**src/rtl/cycle_seq_if.sv**
```systemverilog
// cycle_seq_if: T-step/M-cycle sequencer handshake bundle.
// CYCLE_SEQ_OVERFLOW_CHECK_EN adds the sticky o_Cycle_Overflow flag.
interface cycle_seq_if;
    logic       i_Clock_Enable;
    logic       i_IR_Fetch;
    logic       i_Wait;
    logic       i_Halt_Req;
    logic       i_Wake;
    logic [3:0] o_Cycle_Step;
    logic [7:0] o_Cycle_Count;
    logic       o_M_Cycle_End;
    logic       o_Halted;
`ifdef CYCLE_SEQ_OVERFLOW_CHECK_EN
    logic       o_Cycle_Overflow;
`endif
    modport master (
`ifdef CYCLE_SEQ_OVERFLOW_CHECK_EN
        input  o_Cycle_Overflow,
`endif
        output i_Clock_Enable, i_IR_Fetch, i_Wait, i_Halt_Req, i_Wake,
        input  o_Cycle_Step, o_Cycle_Count, o_M_Cycle_End, o_Halted
    );
    modport slave (
`ifdef CYCLE_SEQ_OVERFLOW_CHECK_EN
        output o_Cycle_Overflow,
`endif
        input  i_Clock_Enable, i_IR_Fetch, i_Wait, i_Halt_Req, i_Wake,
        output o_Cycle_Step, o_Cycle_Count, o_M_Cycle_End, o_Halted
    );
endinterface

```
**src/rtl/cycle_sequencer.sv**
```systemverilog
// cycle_sequencer: one-hot T-step / M-cycle sequencer with wait stalls and HALT.
// CYCLE_SEQ_OVERFLOW_CHECK_EN adds a sticky count-overflow flag.
module cycle_sequencer (
    input logic        i_Clk,
    input logic        i_Reset,
    cycle_seq_if.slave bus
);
    typedef enum logic {RUN, HALTED} state_t;
    state_t     state_q, state_d;
    logic [3:0] step_q, step_d;
    logic [7:0] count_q, count_d;
    logic       m_end;
    always_comb begin
        state_d = state_q;
        step_d  = step_q;
        count_d = count_q;
        m_end   = bus.i_Clock_Enable & step_q[3] & ~bus.i_Wait & (state_q == RUN) & ~i_Reset;
        if (state_q == HALTED) begin
            step_d  = 4'b0001;
            count_d = 8'h01;
            state_d = (bus.i_Clock_Enable && bus.i_Wake) ? RUN : HALTED;
        end else if (m_end) begin
            step_d  = 4'b0001;
            // count saturates at the last slot rather than wrapping to zero
            count_d = (bus.i_Halt_Req || bus.i_IR_Fetch) ? 8'h01 :
                      count_q[7] ? 8'h80 : {count_q[6:0], 1'b0};
            state_d = bus.i_Halt_Req ? HALTED : RUN;
        end else if (bus.i_Clock_Enable && !step_q[3]) begin
            step_d = {step_q[2:0], 1'b0};
        end
    end
    always_ff @(posedge i_Clk or posedge i_Reset) begin
        if (i_Reset) begin
            state_q <= RUN;
            step_q  <= 4'b0001;
            count_q <= 8'h01;
        end else begin
            state_q <= state_d;
            step_q  <= step_d;
            count_q <= count_d;
        end
    end
    assign bus.o_Cycle_Step  = step_q;
    assign bus.o_Cycle_Count = count_q;
    assign bus.o_M_Cycle_End = m_end;
    assign bus.o_Halted      = (state_q == HALTED);
`ifdef CYCLE_SEQ_OVERFLOW_CHECK_EN
    logic ovf_q;
    always_ff @(posedge i_Clk or posedge i_Reset) begin
        if (i_Reset)
            ovf_q <= 1'b0;
        else if (m_end && !bus.i_Halt_Req && !bus.i_IR_Fetch && count_q[7])
            ovf_q <= 1'b1;
    end
    assign bus.o_Cycle_Overflow = ovf_q;
`endif
endmodule

```
**src/flat_wrapper.sv**
```systemverilog
// flat-port wrapper written by rule: the top's interface ports become plain ports
module cycle_sequencer_flat 
  (i_Clk, i_Reset, bus_i_Clock_Enable, bus_i_IR_Fetch, bus_i_Wait, bus_i_Halt_Req, bus_i_Wake, bus_o_Cycle_Step, bus_o_Cycle_Count, bus_o_M_Cycle_End, bus_o_Halted);
  cycle_seq_if bus_i ();
  input logic i_Clk;
  input logic i_Reset;
  input wire logic [$bits(bus_i.i_Clock_Enable)-1:0] bus_i_Clock_Enable;
  input wire logic [$bits(bus_i.i_IR_Fetch)-1:0] bus_i_IR_Fetch;
  input wire logic [$bits(bus_i.i_Wait)-1:0] bus_i_Wait;
  input wire logic [$bits(bus_i.i_Halt_Req)-1:0] bus_i_Halt_Req;
  input wire logic [$bits(bus_i.i_Wake)-1:0] bus_i_Wake;
  output wire logic [$bits(bus_i.o_Cycle_Step)-1:0] bus_o_Cycle_Step;
  output wire logic [$bits(bus_i.o_Cycle_Count)-1:0] bus_o_Cycle_Count;
  output wire logic [$bits(bus_i.o_M_Cycle_End)-1:0] bus_o_M_Cycle_End;
  output wire logic [$bits(bus_i.o_Halted)-1:0] bus_o_Halted;
  assign bus_i.i_Clock_Enable = bus_i_Clock_Enable;
  assign bus_i.i_IR_Fetch = bus_i_IR_Fetch;
  assign bus_i.i_Wait = bus_i_Wait;
  assign bus_i.i_Halt_Req = bus_i_Halt_Req;
  assign bus_i.i_Wake = bus_i_Wake;
  assign bus_o_Cycle_Step = bus_i.o_Cycle_Step;
  assign bus_o_Cycle_Count = bus_i.o_Cycle_Count;
  assign bus_o_M_Cycle_End = bus_i.o_M_Cycle_End;
  assign bus_o_Halted = bus_i.o_Halted;
  cycle_sequencer u_core (.i_Clk(i_Clk), .i_Reset(i_Reset), .bus(bus_i));
endmodule
```
**config.mk**
```make
export PLATFORM = sky130hd
export DESIGN_NAME = cycle_sequencer_flat
export DESIGN_NICKNAME = d
export VERILOG_FILES = /design/src/rtl/cycle_seq_if.sv /design/src/rtl/cycle_sequencer.sv /design/src/flat_wrapper.sv
export SDC_FILE = /design/constraint.sdc
export NUM_CORES = 1
export LEC_CHECK = 0
export ABC_AREA = 1
export CORE_UTILIZATION = 38
export DETAILED_ROUTE_END_ITERATION = 10
export PLACE_DENSITY = 0.67
export SLEW_MARGIN = 25
export SYNTH_ARGS = -nofsm -noshare
export SYNTH_HDL_FRONTEND = slang
export SYNTH_SLANG_ARGS = --single-unit
```
**constraint.sdc**
```tcl
create_clock -name i_Clk -period 1.07 [get_ports i_Clk]
set_input_delay 0.1605 -clock i_Clk [delete_from_list [all_inputs] [get_ports i_Clk]]
set_output_delay 0.1605 -clock i_Clk [all_outputs]
set_load 0.005 [all_outputs]
```
==> reports/results.txt <==
status = finished, violations left
failing checks = negative setup slack
Startpoint Class = flop
Min-Delay Path Class = input port to asynchronous set/reset pin
diodes inserted = 0
DRT Wirelength = 2010 µm
Worst-Margin Slew = 0.230 ns
Vias/cell = 4.67
power per cell area = 1660 mW/mm²
critical path class = flop to output port
Syn Area/Cell = 8.01 µm²
Die Ht = 45.3 µm
Top cell by count, worst path = buf_6
RSZ-0062 raised after global routing = yes
Max-slew headroom = 0.847
Worst VDD drop = 1.11 mV
Synth Net Count = 96
Worst Setup End Kind = output port
layout cell share with drive strength beyond 1 = 0.460
Die X = 45.3 µm
# rows = 15
# setup viols final = 13
Sink Count = 13
synth warn = 0
grt ovf = 0
fin util = 0.705
CP top delay family = flip-flops
clock root buffer = clkbuf_4
DIE AREA = 0.00205 mm²
CP cell instances = buf_6 > inv_4 > nand2_4 > nor2_8 > buf_6
register area = 328 µm²
initial core utilization = 0.409
# DRC = 0
highest clock rate = 785 MHz
synthesized flop and latch total = 13
Unique masters post-synth = 19
Max Slew Vio Count = 0
largest net degree at the start of global routing = 18
CTS tree = built
CP max stage delay = 0.41 ns
CP Launch Point = u_core.bus.o_Halted$_DFF_PP0_
r2r startpoint = u_core.bus.o_Halted$_DFF_PP0_
GRT Util Overall = 0.219
CTS Buf Count = 3
most common cell after layout, fill and taps aside = nand2_1
cts-stage hold buffer count = 0
Core Area = 0.00175 mm²
first-pass GRT wire length = 3070 µm
drt pass-1 iters = 4
final hold slack = 0.269 ns
antenna violations before repair = 0
wire per inst = 12.4 µm
worst-path maximum fanout = 2
fill count = 145
final hold violation count = 0
Mapped Area = 713 µm²
Pleak = 0.624 nW
vias in the first global route = 705
initial DRC count = 14
CTS Buffer Depth = 2
Mapped Cells = 89
area growth from synthesis to layout = 72.5%
WP data required = 0.91 ns
IO buf count = 20
most frequent cells in the layout = nand2_1, buf_4, nand3_1, nor2_1, dfrtp_1
CTS clk-pin slew, worst paths = 0.08 ns
via count = 756
clock skew = 0.00427 ns
post-synthesis sequential area ratio = 0.460
Buf/Inv on CP = 3
insertion delay to the later sink of the worst-skew pair = 0.27 ns
Detailed Place HPWL = 1190 µm
Crit-path slowest cell = dfrtp_1
PnR worst setup slack = -0.204 ns
Max Cap Viol = 0
Nets = 145
min Tclk post-route = 1.27 ns
Final Wtd Congestion = 0.791
H-tree levels = 1
area of the multi-input gates = 420 µm²
Tcrit/Tclk final = 1.19
WP data arrival = 1.11 ns
DRT antenna net count = 0
I/O Pins = 21
-- path summary, 6_finish.rpt --
path | cells after the start | end | slack [ns]
worst min register to register | 2 | u_core.bus.o_Cycle_Count[3]$_DFFE_PP0P_ | 0.54
max in group asynchronous | 3 | u_core.bus.o_Cycle_Step[0]$_DFFE_PP1P_ | 0.54
worst min-delay path | 3 | u_core.bus.o_Cycle_Count[4]$_DFFE_PP0P_ | 0.27
worst max register to register | 6 | u_core.bus.o_Cycle_Count[5]$_DFFE_PP0P_ | -0.17
min in group i_Clk | 4 | u_core.bus.o_Halted$_DFF_PP0_ | 0.49
worst max-delay path | 5 | bus_o_M_Cycle_End | -0.20
-- flip-flops by register name (all words and copies together) (netlist names) --
signal,count
u_core.bus.o_Halted,1
u_core.bus.o_Cycle_Count,8
u_core.bus.o_Cycle_Step,4
-- what timing repair did --
item	CTS	global route
pin swaps	4	4
setup endpoints to repair	22	21
hold endpoints to repair	0	0
setup buffers	11	2
cloned	1	0
resized for setup	56	10
-- Yosys cell counts --
master	instances	area, µm²
nand2_4	1	11.3
inv_1	6	22.5
buf_2	1	5.00
nand3_1	20	100
buf_4	1	7.51
o21ai_2	1	8.76
nor2_1	11	41.3
dfrtp_1	11	275
nor2_4	1	11.3
nor2_2	1	6.26
nand3_2	1	10.0
nand2_1	24	90.1
dfstp_2	2	52.6
nand3_4	1	17.5
inv_4	1	6.26
inv_2	3	11.3
nor2_8	1	20.0
o21bai_2	1	11.3
a21oi_1	1	5.00
-- report_power, final --
group | switching [mW] | internal (mW) | total (mW)
clock | 0.159 | 0.144 | 0.303
sequential | 0.0535 | 0.615 | 0.668
combinational | 0.498 | 0.573 | 1.07
-- layout make-up --
type                            count  area share
Clock buffer                        4      0.0214
Multi-Input combinational cell     65       0.342
Inverter                           10      0.0366
Tap cell                           25      0.0254
Timing Repair Buffer               45       0.308
Sequential cell                    13       0.267
-- through the flow --
| step | TNS (ns) | total power [mW] | setup slack, ns | cells | cell area, µm² |
|---|---|---|---|---|---|
| floorplan | 0 | 1.05 | 0.0912 | 89 | 713 |
| global placement | -4.80 | 1.45 | -0.502 | 145 | 1030 |
| detailed placement | -4.72 | 1.47 | -0.491 | 145 | 1030 |
| CTS | -1.09 | 1.96 | -0.170 | 161 | 1210 |
| global route | -2.34 | 2.17 | -0.255 | 162 | 1230 |
| finish | -1.55 | 2.04 | -0.204 | 162 | 1230 |
-- tightest hold or removal path, delay by kind of cell --
family | cells | cell delay [ns]
buffers and inverters | 3 | 0.76
-- layer usage --
layer / up-vias / global-route usage / part of all wire
met5: - / 0 / 0
met4: 0 / 0.0788 / 0.0050
met3: 2 / 0.0800 / 0.038
met2: 15 / 0.400 / 0.56
met1: 359 / 0.226 / 0.39
li1: 380 / - / -
-- cells by family (layout without fill, tap and decap cells) --
family / Yosys count / after routing / share of synthesized area
and+or+nand+nor: 61 / 62 / 0.432
AOI/OAI and AO/OA: 3 / 3 / 0.0351
buffers and inverters: 12 / 59 / 0.0737
DFF: 13 / 13 / 0.460
No activity file was read; power rests on OpenSTA's default activity.
